## config.mk

```make
export PLATFORM = sky130hd
export DESIGN_NAME = oam_eval
export DESIGN_NICKNAME = d
export VERILOG_FILES = /design/src/rtl/ppu_oam_pkg.sv /design/src/rtl/spr_range_cmp.sv /design/src/rtl/oam_eval.sv
export SDC_FILE = /design/constraint.sdc
export NUM_CORES = 1
export LEC_CHECK = 0
export BUFFER_PORTS_ARGS = -buffer_cell sky130_fd_sc_hd__buf_2
export CORE_MARGIN = 1.5
export CORE_UTILIZATION = 24
export CTS_BUF_LIST = sky130_fd_sc_hd__clkbuf_4
export DETAILED_ROUTE_END_ITERATION = 10
export PLACE_DENSITY_LB_ADDON = 0.08
export RECOVER_POWER = 25
export SLEW_MARGIN = 10
export SYNTH_ARGS = -nofsm -noshare
export SYNTH_HDL_FRONTEND = slang
export SYNTH_SLANG_ARGS = --single-unit
```

## constraint.sdc

```tcl
create_clock -name PCLK -period 6.7 [get_ports PCLK]
set_input_delay 0.335 -clock PCLK [delete_from_list [all_inputs] [get_ports PCLK]]
set_output_delay 0.335 -clock PCLK [all_outputs]
set_load 0.05 [all_outputs]
```

## src/rtl/ppu_oam_pkg.sv

```systemverilog
// ppu_oam_pkg: shared types and constants for the OAM sprite pipeline
package ppu_oam_pkg;
    typedef enum logic [2:0] {IDLE, CLEAR, SCAN, COPY, OVF, DONE} eval_state_t;
    localparam int         SPR_H8     = 8;
    localparam int         SPR_H16    = 16;
    localparam int         SEC_BYTES  = 32;
    localparam logic [7:0] CLEAR_BYTE = 8'hFF;
endpackage

```

## src/rtl/spr_range_cmp.sv

```systemverilog
// spr_range_cmp: tells whether a sprite Y byte covers the current scanline
// Ports: V scanline, OB sprite Y, OBJ_H16 height select, in_range result
module spr_range_cmp
    import ppu_oam_pkg::*;
(
    input  logic [7:0] V,
    input  logic [7:0] OB,
    input  logic       OBJ_H16,
    output logic       in_range
);
    logic [8:0] d;
    assign d = {1'b0, V} - {1'b0, OB};
    // A borrow means the sprite starts below the scanline.
    assign in_range = !d[8] && (d[7:0] < (OBJ_H16 ? 8'(SPR_H16) : 8'(SPR_H8)));
endmodule

```

## src/rtl/oam_eval.sv

```systemverilog
// oam_eval: clears secondary OAM and copies up to 8 in-range sprites into it
// Ports: PCLK/n_RES clock and async reset; n_W3/CPU_DB OAMADDR load;
//   CLR_START/EVAL_START/EVAL_EN/CLR_FLAGS control; OBJ_H16/V range inputs;
//   OB OAM read data; n_OAM/OAM8/OB_WE/OB_WD OAM address and write port;
//   OAMCTR2/SPR_OV/S0_IN status flags; EVAL_BUSY not idle
module oam_eval
    import ppu_oam_pkg::*;
#(
    parameter int         SEC_BYTES  = ppu_oam_pkg::SEC_BYTES,
    parameter logic [7:0] CLEAR_BYTE = ppu_oam_pkg::CLEAR_BYTE
) (
    input  logic       PCLK,
    input  logic       n_RES,
    input  logic       n_W3,
    input  logic [7:0] CPU_DB,
    input  logic       CLR_START,
    input  logic       EVAL_START,
    input  logic       EVAL_EN,
    input  logic       CLR_FLAGS,
    input  logic       OBJ_H16,
    input  logic [7:0] V,
    input  logic [7:0] OB,
    output logic [7:0] n_OAM,
    output logic       OAM8,
    output logic       OB_WE,
    output logic [7:0] OB_WD,
    output logic       OAMCTR2,
    output logic       SPR_OV,
    output logic       S0_IN,
    output logic       EVAL_BUSY
);
    eval_state_t state, state_n;
    logic [7:0] pa, pa_n, ob_lat;
    logic [4:0] sa, sa_n;
    logic [1:0] cnt, cnt_n;
    logic [8:0] pa_sum;
    logic ph, ph_n, first, first_n;
    logic hit, sa_last, s0_set, ov_set, full_set;

    // In OVF the step is a single R clock, so OB is tested live; otherwise the latched Y.
    spr_range_cmp u_cmp (
        .V(V),
        .OB(state == OVF ? OB : ob_lat),
        .OBJ_H16(OBJ_H16),
        .in_range(hit)
    );

    assign sa_last   = (sa == 5'(SEC_BYTES - 1));
    assign EVAL_BUSY = (state != IDLE);
    assign OAM8      = ph;
    assign OB_WE     = ph;
    assign OB_WD     = (state == CLEAR) ? CLEAR_BYTE : ob_lat;
    assign n_OAM     = (state == IDLE || state == DONE) ? 8'hFF : ph ? ~{3'b000, sa} : ~pa;

    always_comb begin
        state_n  = state;
        pa_n     = pa;
        sa_n     = sa;
        cnt_n    = cnt;
        ph_n     = ~ph;
        first_n  = first;
        pa_sum   = {1'b0, pa};
        s0_set   = 1'b0;
        ov_set   = 1'b0;
        full_set = 1'b0;
        case (state)
            IDLE: begin
                ph_n = 1'b0;
                if (!n_W3) pa_n = CPU_DB;
                if (CLR_START) begin
                    state_n = CLEAR;
                    sa_n    = '0;
                end else if (EVAL_START) begin
                    state_n = SCAN;
                    first_n = 1'b1;
                end
            end
            CLEAR: if (ph) begin
                sa_n = sa + 5'd1;
                if (sa_last) state_n = IDLE;
            end
            SCAN: if (ph) begin
                first_n = 1'b0;
                pa_sum  = {1'b0, pa} + (hit ? 9'd1 : 9'd4);
                pa_n    = pa_sum[7:0];
                if (hit) begin
                    s0_set  = first;
                    sa_n    = sa + 5'd1;
                    cnt_n   = 2'd3;
                    state_n = COPY;
                end
                if (pa_sum[8]) state_n = DONE;
            end
            COPY: if (ph) begin
                pa_sum = {1'b0, pa} + 9'd1;
                pa_n   = pa_sum[7:0];
                sa_n   = sa + 5'd1;
                cnt_n  = cnt - 2'd1;
                if (cnt == 2'd1) state_n = SCAN;
                if (sa_last) begin
                    full_set = 1'b1;
                    state_n  = OVF;
                end
                if (pa_sum[8]) state_n = DONE;
            end
            OVF: begin
                ph_n = 1'b0;
                if (hit) begin
                    ov_set  = 1'b1;
                    state_n = DONE;
                end else begin
                    // +5 rather than +4 reproduces the original hardware's skew into sprite bytes.
                    pa_sum = {1'b0, pa} + 9'd5;
                    pa_n   = pa_sum[7:0];
                    if (pa_sum[8]) state_n = DONE;
                end
            end
            DONE: begin
                ph_n = 1'b0;
                if (!EVAL_EN) begin
                    state_n = IDLE;
                    pa_n    = '0;
                end
            end
            default: state_n = IDLE;
        endcase
        if (!EVAL_EN && (state == SCAN || state == COPY || state == OVF)) begin
            state_n  = IDLE;
            pa_n     = '0;
            sa_n     = '0;
            ph_n     = 1'b0;
            s0_set   = 1'b0;
            ov_set   = 1'b0;
            full_set = 1'b0;
        end
    end

    always_ff @(posedge PCLK or negedge n_RES) begin
        if (!n_RES) begin
            state   <= IDLE;
            pa      <= '0;
            sa      <= '0;
            cnt     <= '0;
            ph      <= 1'b0;
            first   <= 1'b0;
            ob_lat  <= '0;
            OAMCTR2 <= 1'b0;
            SPR_OV  <= 1'b0;
            S0_IN   <= 1'b0;
        end else begin
            state   <= state_n;
            pa      <= pa_n;
            sa      <= sa_n;
            cnt     <= cnt_n;
            ph      <= ph_n;
            first   <= first_n;
            if (!ph && (state == SCAN || state == COPY)) ob_lat <= OB;
            OAMCTR2 <= full_set | (OAMCTR2 & ~CLR_START);
            SPR_OV  <= ov_set | (SPR_OV & ~CLR_FLAGS);
            S0_IN   <= s0_set | (S0_IN & ~CLR_FLAGS);
        end
    end
endmodule

```

-- Word-level counts from Yosys, hierarchy flattened
Cells that the tools add are included.
- flip-flop bits (word level): 31
- ROM bits: 0
- RAM bits: 0
- output and inout bits: 22
- memories kept: 0
- word-level logic and storage cells: 132
- bits in latches: 0
- input port bits: 32
- eq/ne operators: 26
- multiplexer cells: 56
- reductions and logical operators: 22
- bitwise gates (word level): 11
- order comparisons: 1
- shifts and indexed selects: 0
- divide/modulo/power cells: 0
- add/subtract/negate cells: 6
- multipliers: 0
- operator list (operator ; number):
    $mux 8 ; 10
    $mux 3 ; 16
    $pmux 8 s5 ; 1
    $mux 5 ; 6
    $ne 3x2->1 const B ; 9
    $pmux 3 s6 ; 1
    $mux 1 ; 16
    $pmux 5 s3 ; 1
    $ne 2x2->1 const B ; 5
    $add 8x1->9 const B ; 1
    $add 8x3->9 ; 1
    $add 8x3->9 const B ; 1
    $reduce_and 9->1 ; 1
    $sub 8x8->9 ; 1
    $lt 8x8->1 ; 1
    $ne 4x3->1 const B ; 2
    $not 5->8 ; 1
    $not 8->8 ; 1
    $reduce_and 4->1 ; 2
    $eq 3x2->1 const B ; 2
    $eq 3x3->1 const B ; 2
    $mux 2 ; 3
    $reduce_and 6->1 ; 1
    $reduce_bool 6->1 ; 1
    23 further kinds ; 36

-- Depth between registers and ports, before layout
Gate-level depths: netlist (run 1).
- word-level depth: 11
- gate-level depth with buffers: 24
- mapped depth without buffers: 22

-- Cells and area by module
Synthesis (run 1) repeated with hierarchy kept, for this count alone.
- cells, all modules: 339
- area total of the unflattened synthesis: 2776.4 um^2
- by module, submodules not included (module ; area each (um^2) ; seq. area each (um^2) ; cells each ; times used):
    oam_eval ; 2408.6 ; 775.7 ; 286 ; 1
    spr_range_cmp ; 367.9 ; 0.0 ; 53 ; 1

-- Worst setup path after synthesis (run 1)
Ideal clock, no wire load.
- path type: reg2reg
- from: register state[0]
- to: register state[0]
- setup time: 128 ps
- stages on the path, launching flop included: 23
- buffers on the path: 2
- required time: 6572 ps
- data arrival time: 4599 ps
- setup slack: 1973 ps
- period minus slack after synthesis: 4727 ps
- path through: dfrtp_1 clkbuf_1 nor3b_1 clkbuf_1 mux2i_1 ha_1 a21oi_1 nand2_1 o21a_1 nor2_1 xnor2_1 ha_1 a2111oi_4 nand2_2 inv_2 ha_1 ha_1 a21o_1 nand2_1 nor2_1 o31ai_1 a21oi_2 mux2_1
- longest elaborated chain between the ends: 11
- elaborated cells between the ends (all ways): 31
- classes of those cells: add/sub (2); order compare (1); eq/ne (14); mux (7); reduce/logical (7)
- RTL lines (item ; line ; text):
    start, declared ; oam_eval.sv:32 ; eval_state_t state, state_n;
    start signal, assigned ; oam_eval.sv:151 ; state <= state_n;
    $eq 3x3->1 ; oam_eval.sv:43, oam_eval.sv:66, oam_eval.sv:127 ;
    $mux 8 ; oam_eval.sv:43 ; .OB(state == OVF ? OB : ob_lat),
    $sub 8x8->9 ; spr_range_cmp.sv:12 ; assign d = {1'b0, V} - {1'b0, OB};
    $lt 8x8->1 / $logic_not 1->1 (equally long branches) ; spr_range_cmp.sv:14 ; assign in_range = !d[8] && (d[7:0] < (OBJ_H16 ? 8'(SPR_H16) : 8'(SPR_H8)));
    $logic_and 1x1->1 ; spr_range_cmp.sv:14 ;
    $mux 3 ; oam_eval.sv:84 ; pa_sum = {1'b0, pa} + (hit ? 9'd1 : 9'd4);
    $add 8x3->9 ; oam_eval.sv:84 ;
    $mux 3 ; oam_eval.sv:92 ; if (pa_sum[8]) state_n = DONE;
    $mux 3 ; oam_eval.sv:82 ; SCAN: if (ph) begin
    $pmux 3 s6 ; oam_eval.sv:66 ; case (state)
    $mux 3 ; oam_eval.sv:127 ; if (!EVAL_EN && (state == SCAN || state == COPY || state == OVF)) begin
Parallel ways exist; a longest one is shown, timed or not. The select of a mux whose other input is x is not followed.
A chain may end at the register's enable or synchronous reset.

-- Worst setup path in the final report (run 1)
- from: register state[2]
- to: register pa[6]
- longest elaborated chain between the ends: 10
- elaborated cells between the ends (all ways): 25
- classes of those cells: add/sub (2); order compare (1); eq/ne (9); mux (5); reduce/logical (8)
- RTL lines (item ; line ; text):
    $eq 3x3->1 ; oam_eval.sv:43, oam_eval.sv:66, oam_eval.sv:127 ;
    $mux 8 ; oam_eval.sv:43 ;
    $sub 8x8->9 ; spr_range_cmp.sv:12 ;
    $lt 8x8->1 / $logic_not 1->1 (equally long branches) ; spr_range_cmp.sv:14 ;
    $logic_and 1x1->1 ; spr_range_cmp.sv:14 ;
    $mux 3 ; oam_eval.sv:84 ;
    $add 8x3->9 ; oam_eval.sv:84 ;
    $mux 8 ; oam_eval.sv:82 ;
    $pmux 8 s5 ; oam_eval.sv:66 ;
    $mux 8 ; oam_eval.sv:127 ;
    end signal, assigned ; oam_eval.sv:152 ; pa <= pa_n;
    end, declared ; oam_eval.sv:33 ; logic [7:0] pa, pa_n, ob_lat;
Parallel ways exist; a longest one is shown, timed or not. The select of a mux whose other input is x is not followed.

==> summary.txt, run 1 <==
Floorplan
  • I/O pins: 54
  • Core box area: 11,000 um2
  • Rows: 38
  • Initial Utilization: between 20% and 30%
  • Full die area: 12,000 um2
  • Die width: 110 um
  • Die height: 110 um

STA
  • Final setup viols: 0
  • Final Critical Period: 5.08 ns
  • Fin. max-slew vios: 32
  • RSZ-0062 raised after global routing: false
  • Fin. Hold Viols: 0
  • Worst Skew: 0.0126 ns
  • Peak Freq: 197 MHz
  • Least-Margin Pin Slew: 1.91 ns
  • Final period util: approximately 76%
  • Worst slew margin: -27.6%
  • WHS: 0.224 ns
  • Sum of negative setup slack: 0 ns

Global routing
  • Vias in the first global route: about 2,700
  • Total gr overflow: 0
  • Initial antenna violation count: 0
  • Tot GR Track Use: between 10% and 20%
  • Largest net degree at the start of global routing: 32
  • First-pass GRT wire length: 14.5 mm

Placed design
  • Area after DPL: 3110 um2
  • Placer Congestion: 0.820
  • Dpl hpwl: 6.75 mm
  • Port-buffer cells: 53
  • Placed Instances: 514

Synth
  • Asr flop ratio synth: between 90% and 100%
  • FF+latch count, synth: 31
  • Unique cell type count in the Yosys netlist: just over 60
  • Syn_nets: 387
  • Post-Syn Instances: 339
  • Warning count from the yosys run: 0
  • EDFF count, synth: 0
  • Seq/Total Area, Yosys: 28.4%
  • Avg Inst Size Synth: 8.07 um2
  • Ys flop type: dfrtp_1
  • Netlist area before placement: 2740 um2

Clocking
  • Clock sink total: 31
  • # resized after CTS: 0
  • CTS tree: built
  • Clk slew on worst S/H paths: 0.12 ns
  • Clock H-tree levels: 2
  • Buffer depth of the longest clock path: 2
  • Worst-Skew Late Latency: 0.35 ns
  • Setup Fix Bufs, Post-CTS: 0
  • Total CTS buffers: 5
  • Hold buffer count at cts: 0
  • Root buffer cell: clkbuf_4

Run status
  • Failing checks: capacitance limit, slew limit
  • Status: finished, violations left

Power
  • PwrDens: 518 nW/um2
  • VDD IR max: approximately 0.27 mV
  • Leak: 1.35 nW

Final layout
  • Util after Layout: 28.7%
  • Most frequent cells in the layout: 52 x buf_2, 46 x nand2_1, 31 x dfrtp_1, 31 x nor2_1, 28 x o21ai_0
  • P&R area growth vs syn: 15.3%
  • Commonest non-fill, non-tap cell in the layout: buf_2
  • Share of layout cells above drive strength 1: 24.7%
  • Post-route cell area: 3150 um2
  • Nets: 429
  • Fill cells: 1,218
  • # diodes: 0
  • Fin cells: 521

Critical path
  • Critical path data arrival time: about 5.3 ns
  • Max FO, Critical Path: 15
  • Critical path class: reg2reg
  • Startpoint types: register
  • Worst path required time: between 6 and 7 ns
  • Endpoint class of the critical path: register

Routing
  • DRT Wirelength: roughly 9 mm
  • DR vias: 2,716
  • DRC errors left: 0
  • Vias per cell: 5.21
  • Initial DRT Pass Iterations: 5
  • Post-route ant nets: 0
  • Avg WL per Cell: ~18 um
  • Starting DRT DRC Count: 149

Flow run
  • Max-cap check violation count: 1

Worst hold path
  • Worst hold path type: in2reg
## state kept, by name, indices dropped and copies added (netlist names)
signal / count
OAM8: 1
pa: 8
first: 1
sa: 5
SPR_OV: 1
OAMCTR2: 1
S0_IN: 1
cnt: 2
ob_lat: 8
state: 3
## layout make-up
type,count,area (um2),area share [%]
flip-flops and latches,31,776,24.6
well taps,140,175,5.56
repair buffers,57,294,9.33
multi-input cells,274,1820,57.6
clock inverters,2,8.76,0.278
clock buffers,5,37.5,1.19
inverters,12,45.0,1.43
## Yosys cell counts (6+ instances only)
master     n  area, um2
clkbuf_1  18       67.6
o21ai_0   28        140
a21oi_1   21        105
mux2i_1   10        100
inv_1     11       41.3
nand2_1   46        173
dfrtp_1   31        776
nand3_1   11       55.1
a31oi_1    7       43.8
nor2_1    31        116
nor3_1     6       30.0
mux2_2    12        135
ha_1      16        200
or2_2      8       50.1
## where the power goes
part / internal [W] / total (W) / switching, W
clock: 0.0000372 / 0.000111 / 0.0000740
sequential: 0.000256 / 0.000373 / 0.000117
combinational: 0.000405 / 0.00115 / 0.000743
total: 0.000698 / 0.00163 / 0.000934
## final timing paths
path | start | end | slack, ns | cells past startpoint
min | OB[3] | ob_lat[3] | 0.22 | 2
max | state[2] | pa[6] | 1.62 | 22
max in group asynchronous | n_RES | pa[1] | 5.10 | 1
max reg2reg | state[2] | pa[6] | 1.62 | 22
min in group asynchronous | n_RES | ob_lat[3] | 0.49 | 1
min reg2reg | cnt[0] | cnt[0] | 0.50 | 1
## logic make-up (layout without fill, tap and decap cells)
family	after synthesis	after routing	share of synthesized area (%)
and+or+nand+nor	123	123	20.7
AOI/OAI and AO/OA	104	104	26.2
buffers and inverters	34	76	5.40
DFF	31	31	28.4
muxes	25	25	10.1
adders and majority gates	16	16	7.32
xor gates and xnor gates	6	6	1.92
## through the flow
step | power [W] | setup slack (ns)
after floorplan | 0.00127 | 1.97
after global placement | 0.00153 | 1.78
after detailed placement | 0.00152 | 1.69
after CTS | 0.00164 | 1.64
after global routing | 0.00177 | 1.05
final | 0.00163 | 1.62
## routing by layer
metal | vias to the layer above | global-route usage, % | routed length, um
met1 | 1314 | 20.8 | 4240
met4 | 0 | 4.36 | 132
met3 | 8 | 2.79 | 428
li1 | 1324 | - | -
met2 | 70 | 27.0 | 4350
met5 | - | 0 | 0
## worst max-delay path, stage by stage, from the launching register on
cell and delay (ns):
dfrtp_1 0.67, nor3b_2 0.25, buf_4 0.25, mux2i_1 0.21, ha_1 0.27, a21oi_1 0.18
nand2_1 0.09, o21a_1 0.21, nor2_1 0.12, xnor2_1 0.14, ha_1 0.27, a2111oi_4 0.42
nand2_2 0.23, inv_2 0.17, ha_1 0.20, ha_1 0.20, a21o_1 0.12, nand2_1 0.08
a22oi_1 0.20, o2bb2ai_1 0.13, o21ai_0 0.20, a21oi_1 0.08, mux2_2 0.27
Note: power is estimated with default switching activity, not from simulation.
==> run 2: changes to the inputs <==
==> constraint.sdc (replaced) <==
create_clock -name PCLK -period 4.63 [get_ports PCLK]
set_input_delay 0.2315 -clock PCLK [delete_from_list [all_inputs] [get_ports PCLK]]
set_output_delay 0.2315 -clock PCLK [all_outputs]
set_load 0.05 [all_outputs]
==> summary.txt, run 2 (synthesis gave the netlist of run 1 again) <==
Final layout
  • P&R area growth vs syn: 22.4% (was 15.3%)
  • Nets: 445 (was 429)
  • Fill cells: 1,225 (was 1,218)
  • # diodes: 0 (unchanged)
  • Post-route cell area: 3350 um2 (was 3150 um2)
  • Largest regs: ob_lat x8, pa x8, sa x5 (unchanged)
  • Commonest non-fill, non-tap cell in the layout: buf_2 (unchanged)
  • Most frequent cells in the layout: 52 x buf_2, 45 x nand2_1, 31 x dfrtp_1 (was 52 x buf_2, 46 x nand2_1, 31 x dfrtp_1, 31 x nor2_1, 28 x o21ai_0)
  • Share of layout cells above drive strength 1: 30.4% (was 24.7%)

Floorplan
  • Die width: 110 um (unchanged)
  • Full die area: 12,000 um2 (unchanged)
  • Initial Utilization: 24.9% (unchanged)
  • I/O pins: 54 (unchanged)
  • Rows: 38 (unchanged)
  • Core box area: 11,000 um2 (unchanged)
  • Die height: 110 um (unchanged)

Critical path
  • Startpoint types: register (unchanged)
  • Critical path data arrival time: 4.57 ns (was 5.32 ns)
  • Endpoint class of the critical path: register (unchanged)
  • Critical path class: reg2reg (unchanged)
  • Max FO, Critical Path: 6 (was 15)
  • Worst path required time: 4.86 ns (was 6.93 ns)

Routing
  • Avg WL per Cell: 17.7 um (was 17.6 um)
  • DRC errors left: 0 (unchanged)
  • Starting DRT DRC Count: 128 (was 149)
  • DRT Wirelength: 9.50 mm (was 9.15 mm)
  • DR vias: 2,758 (was 2,716)
  • Post-route ant nets: 0 (unchanged)
  • Vias per cell: 5.13 (was 5.21)
  • Initial DRT Pass Iterations: 4 (was 5)

Placed design
  • Area after DPL: 3160 um2 (was 3110 um2)
  • Port-buffer cells: 53 (unchanged)
  • Dpl ws: 0.153 ns (was 1.69 ns)
  • Dpl hpwl: 6.96 mm (was 6.75 mm)
  • Placer Congestion: 0.811 (was 0.820)

Power
  • PwrDens: 749 nW/um2 (was 518 nW/um2)
  • Overall power: 0.00251 W (was 0.00163 W)
  • Leak: 1.44 nW (was 1.35 nW)
  • VDD IR max: 0.282 mV (was 0.271 mV)

STA
  • Worst slew margin: -26.1% (was -27.6%)
  • Least-Margin Pin Slew: 1.89 ns (was 1.91 ns)
  • Worst Skew: 0.0140 ns (was 0.0126 ns)
  • Final period util: 93.8% (was 75.9%)
  • Final Critical Period: 4.34 ns (was 5.08 ns)
  • Fin. max-slew vios: 32 (unchanged)
  • Fin. Hold Viols: 0 (unchanged)
  • Peak Freq: 230 MHz (was 197 MHz)
  • Final setup viols: 0 (unchanged)
  • WHS: 0.133 ns (was 0.224 ns)
  • Sum of negative setup slack: 0 ns (unchanged)
  • Final worst slack: 0.285 ns (was 1.62 ns)

Clocking
  • Worst-Skew Late Latency: 0.35 ns (about the same)
  • Clk slew on worst S/H paths: 0.11 ns (was 0.12 ns)
  • Total CTS buffers: 5 (unchanged)
  • Root buffer cell: clkbuf_4 (unchanged)
  • Buffer depth of the longest clock path: 2 (unchanged)
  • CTS tree: built (unchanged)
  • Clock sink total: 31 (unchanged)
  • Clock H-tree levels: 2 (unchanged)

Global routing
  • Total gr overflow: 0 (unchanged)
  • Initial antenna violation count: 0 (unchanged)
  • Vias in the first global route: 2,650 (was 2,667)
  • First-pass GRT wire length: 14.7 mm (was 14.5 mm)
  • Tot GR Track Use: 16.2% (was 16.0%)
  • Largest net degree at the start of global routing: 32 (unchanged)

Flow run
  • Max-cap check violation count: 1 (unchanged)

Run status
  • Status: finished, violations left (unchanged)
  • Failing checks: capacitance limit, slew limit (unchanged)

Worst hold path
  • Worst hold path type: in2reg (unchanged)
==> run 2: cell type report <==
| class | instances | area, um2 | area share, % |
|---|---|---|---|
| timing repair buffer | 73 | 417 | 12.4 |
| sequential | 31 | 776 | 23.2 |
| multi-input combinational | 274 | 1880 | 56.0 |
| tap | 140 | 175 | 5.23 |
| inverter | 12 | 47.5 | 1.42 |
| clock buffer | 7 | 52.6 | 1.57 |
| clock inverter | 1 | 5.00 | 0.149 |
==> run 2: critical path, cell delays in order (launching register included) <==
cell	delay, ns
dfrtp_1	0.40
nor3b_2	0.20
buf_4	0.18
mux2i_1	0.20
ha_1	0.28
a21oi_2	0.17
nand2_1	0.08
o21a_1	0.20
nor2_2	0.10
xnor2_1	0.13
ha_1	0.28
a2111oi_4	0.39
nand2_2	0.18
ha_1	0.38
a31oi_2	0.17
nor2_1	0.18
nand2_1	0.09
xnor2_1	0.13
a21oi_1	0.15
a21oi_1	0.09
mux2_2	0.26
==> run 2: final timing paths <==
kind / from / endpoint / slack (ns) / cells past startpoint
setup / recovery: state[1] / pa[5] / 0.29 / 20
hold / removal: OB[6] / ob_lat[6] / 0.13 / 2
setup reg to reg: state[1] / pa[5] / 0.29 / 20
hold reg to reg: cnt[0] / cnt[0] / 0.50 / 1
max in group asynchronous: n_RES / pa[4] / 2.60 / 2
min in group asynchronous: n_RES / ob_lat[5] / 0.93 / 2
==> run 2: report_power, final <==
group	internal (W)	switching, W	total, W
clock	0.0000709	0.000105	0.000176
sequential	0.000371	0.000156	0.000526
combinational	0.000665	0.00114	0.00181
==> run 2: metrics by stage <==
| stage | utilization (%) | instances |
|---|---|---|
| 2_1_floorplan | - | 339 |
| 3_3_place_gp | 28.8 | 521 |
| 3_5_place_dp | 28.8 | 521 |
| 4_1_cts | 29.4 | 530 |
| 5_1_grt | 30.5 | 538 |
| 6_report | 30.5 | 538 |
==> run 2: routing by layer <==
metal | vias up | track usage [%] | share of wire, %
met4 | 0 | 3.43 | 1.3
li1 | 1359 | - | -
met2 | 67 | 26.7 | 46
met1 | 1323 | 22.2 | 49
met5 | - | 0 | 0
met3 | 9 | 2.43 | 3.6
==> run 2: what timing repair did <==
item                                    CTS  global route
hold buffers                              1             0
endpoints found under the setup margin    0             6
hold endpoints to repair                 31             0
resized for setup                         0            16
buffers inserted                          0             8
==> run 3: changes to the inputs <==
--- a/config.mk
+++ b/config.mk
@@ -5,14 +5,15 @@
 export SDC_FILE = /design/constraint.sdc
 export NUM_CORES = 1
 export LEC_CHECK = 0
-export BUFFER_PORTS_ARGS = -buffer_cell sky130_fd_sc_hd__buf_2
+export BUFFER_PORTS_ARGS = -buffer_cell sky130_fd_sc_hd__buf_4
 export CORE_MARGIN = 1.5
 export CORE_UTILIZATION = 24
 export CTS_BUF_LIST = sky130_fd_sc_hd__clkbuf_4
 export DETAILED_ROUTE_END_ITERATION = 10
-export PLACE_DENSITY_LB_ADDON = 0.08
+export PLACE_DENSITY = 0.53
 export RECOVER_POWER = 25
 export SLEW_MARGIN = 10
 export SYNTH_ARGS = -nofsm -noshare
 export SYNTH_HDL_FRONTEND = slang
 export SYNTH_SLANG_ARGS = --single-unit
+export TNS_END_PERCENT = 100
==> summary.txt, run 3 (synthesis gave the netlist of run 1 again) <==
Global routing
  • First-pass GRT wire length: 13.3 mm (was 14.7 mm)
  • Vias in the first global route: 2,592 (was 2,650)
  • Total gr overflow: 0 (unchanged)
  • Initial antenna violation count: 0 (unchanged)
  • Largest net degree at the start of global routing: 32 (unchanged)
  • Tot GR Track Use: 14.3% (was 16.2%)

STA
  • Final Critical Period: 4.44 ns (was 4.34 ns)
  • Fin. max-slew vios: 32 (unchanged)
  • Final period util: 95.9% (was 93.8%)
  • Worst Skew: 0.00797 ns (was 0.0140 ns)
  • Worst slew margin: -21.5% (was -26.1%)
  • Final worst slack: 0.190 ns (was 0.285 ns)
  • RSZ-0062 raised after global routing: true
  • Peak Freq: 225 MHz (was 230 MHz)
  • Least-Margin Pin Slew: 1.82 ns (was 1.89 ns)
  • Final setup viols: 0 (unchanged)
  • Fin. Hold Viols: 0 (unchanged)

Clocking
  • Worst-Skew Late Latency: 0.33 ns (was 0.35 ns)
  • Clock sink total: 31 (unchanged)
  • CTS tree: built (unchanged)
  • Root buffer cell: clkbuf_4 (unchanged)
  • Buffer depth of the longest clock path: 2 (unchanged)
  • Total CTS buffers: 5 (unchanged)
  • Clock H-tree levels: 2 (unchanged)
  • Clk slew on worst S/H paths: 0.10 ns (was 0.11 ns)

Critical path
  • WP buf/inv: 2 (was 1)
  • Startpoint types: register (unchanged)
  • Endpoint class of the critical path: register (unchanged)
  • Critical path data arrival time: 4.67 ns (was 4.57 ns)
  • Critical path class: reg2reg (unchanged)
  • Internal reg-to-reg setup slack: 0.19 ns (was 0.29 ns)
  • Worst path required time: 4.86 ns (about the same)
  • RR Startpoint: state[0] (was state[1])
  • Max FO, Critical Path: 7 (was 6)
  • CP max stage cell: dfrtp_1 (unchanged)
  • Number of cells on the critical path: 21 (was 20)
  • Crit. Startpoint: state[0] (was state[1])
  • Top Family by Delay on Critical Path: compound AO/OA/AOI/OAI gates (unchanged)
  • CP Cell Sequence: nor3b_2 -> buf_6 -> mux2i_2 -> ha_1 -> a21oi_2 -> nand2_1 -> o21a_1 -> nor2_2 -> xnor2_1 -> ha_1 -> a2111oi_4 -> nand2_2 -> inv_4 -> ha_2 -> ha_2 -> a21o_1 -> nand2_2 -> nor2_4 -> o31ai_1 -> a21oi_2 -> mux2_4 (was nor3b_2 -> buf_4 -> mux2i_1 -> ha_1 -> a21oi_2 -> nand2_1 -> o21a_1 -> nor2_2 -> xnor2_1 -> ha_1 -> a2111oi_4 -> nand2_2 -> ha_1 -> a31oi_2 -> nor2_1 -> nand2_1 -> xnor2_1 -> a21oi_1 -> a21oi_1 -> mux2_2)
  • Max incr delay on CP: 0.41 ns (was 0.40 ns)
  • CP Capture Point: state[0] (was pa[5])
  • RR Endpoint: state[0] (was pa[5])
  • Reg2reg path depth: 21 (was 20)

Final layout
  • Share of layout cells above drive strength 1: 29.8% (was 30.4%)
  • Fin cells: 533 (was 538)
  • P&R area growth vs syn: 25.5% (was 22.4%)
  • Most frequent cells in the layout: 67 x buf_4, 45 x nand2_1, 31 x dfrtp_1 (was 52 x buf_2, 45 x nand2_1, 31 x dfrtp_1)
  • Util after Layout: 31.3% (was 30.5%)
  • Largest regs: ob_lat x8, pa x8, sa x5 (unchanged)
  • Commonest non-fill, non-tap cell in the layout: buf_4 (was buf_2)
  • Nets: 442 (was 445)
  • # diodes: 0 (unchanged)

Routing
  • Avg WL per Cell: 15.6 um (was 17.7 um)
  • Post-route ant nets: 0 (unchanged)
  • WL met2: 3.96 mm (was 4.40 mm)
  • DR vias: 2,718 (was 2,758)
  • DRT Wirelength: 8.33 mm (was 9.50 mm)
  • Wl on met1: 3.88 mm (was 4.63 mm)
  • Top layer in use: met4 (unchanged)
  • DRC errors left: 0 (unchanged)
  • Initial DRT Pass Iterations: 4 (unchanged)
  • Vias per cell: 5.10 (was 5.13)
  • Starting DRT DRC Count: 172 (was 128)
  • Met3 routed WL: 423 um (was 345 um)

Placed design
  • Port-buffer cells: 53 (unchanged)
  • Dpl ws: 0.0969 ns (was 0.153 ns)
  • Dpl hpwl: 6.20 mm (was 6.96 mm)
  • Placer Congestion: 0.889 (was 0.811)
  • Placed Instances: 519 (was 521)

Floorplan
  • Die height: 110 um (unchanged)
  • Rows: 38 (unchanged)
  • Core box area: 11,000 um2 (unchanged)
  • I/O pins: 54 (unchanged)
  • Initial Utilization: 24.9% (unchanged)
  • Die width: 110 um (unchanged)
  • Full die area: 12,000 um2 (unchanged)

Power
  • PwrDens: 722 nW/um2 (was 749 nW/um2)
  • VDD IR max: 0.362 mV (was 0.282 mV)
  • Leak: 1.47 nW (was 1.44 nW)

Run status
  • Failing checks: capacitance limit, slew limit (unchanged)
  • Status: finished, violations left (unchanged)

Worst hold path
  • Worst hold path type: in2reg (unchanged)

Flow run
  • Max-cap check violation count: 1 (unchanged)
-- run 3: changes by cell type in the layout (fill, tap and decap cells not counted), sizes merged --
cell    change
clkbuf      -1
clkinv      -1
buf         -3
-- run 3: repair_timing --
| action | in CTS | in global routing |
|---|---|---|
| endpoints found under the hold margin | 31 | 0 |
| buffers inserted | 0 | 7 |
| hold buffers | 1 | 0 |
| resized for setup | 0 | 16 |
| endpoints found under the setup margin | 0 | 7 |
-- run 3: area by class of cell --
type / instances / area (um2)
well taps: 140 / 175
inverters: 12 / 47.5
repair buffers: 70 / 528
multi-input cells: 274 / 1860
flip-flops and latches: 31 / 776
fillers: 1143 / 7550
clock buffers: 6 / 45.0
-- run 3: worst min path at each step --
stage,start,to,slack [ns],cells after the start
floorplan,n_RES,OAM8,-0.06,0
global placement,n_RES,ob_lat[1],0.20,1
detailed placement,n_RES,ob_lat[1],0.21,1
CTS,OB[2],ob_lat[2],0.12,2
global route,OB[4],ob_lat[4],0.12,2
finish,CLR_START,OAMCTR2,0.13,2
-- run 3: worst reg2reg max path: stages (launching register included) --
cell and delay [ns]:
dfrtp_1 0.41, nor3b_2 0.23, buf_6 0.15, mux2i_2 0.20, ha_1 0.28, a21oi_2 0.16
nand2_1 0.10, o21a_1 0.20, nor2_2 0.10, xnor2_1 0.13, ha_1 0.28, a2111oi_4 0.39
nand2_2 0.21, inv_4 0.12, ha_2 0.18, ha_2 0.18, a21o_1 0.13, nand2_2 0.08
nor2_4 0.14, o31ai_1 0.10, a21oi_2 0.24, mux2_4 0.32
-- run 3: report_power, final --
group | switching, W | internal, W
Clock | 0.0000964 | 0.0000599
Combinational | 0.00110 | 0.000708
Sequential | 0.000142 | 0.000371
Total | 0.00134 | 0.00114
-- run 3: stage by stage --
step                power [W]  hold slack (ns)  setup TNS, ns  cell area, um2
finish                0.00248            0.135              0            3430
global route          0.00268            0.121         -0.205            3430
CTS                   0.00243            0.119              0            3330
detailed placement    0.00227            0.207              0            3280
global placement      0.00225            0.202              0            3280
floorplan             0.00184          -0.0641              0            2740
-- run 3: routing by layer --
layer  global-route usage, %  vias up
li1                        -     1343
met1                    19.4     1303
met2                    23.3       65
met3                    2.55        7
met4                    3.62        0
met5                       0        -
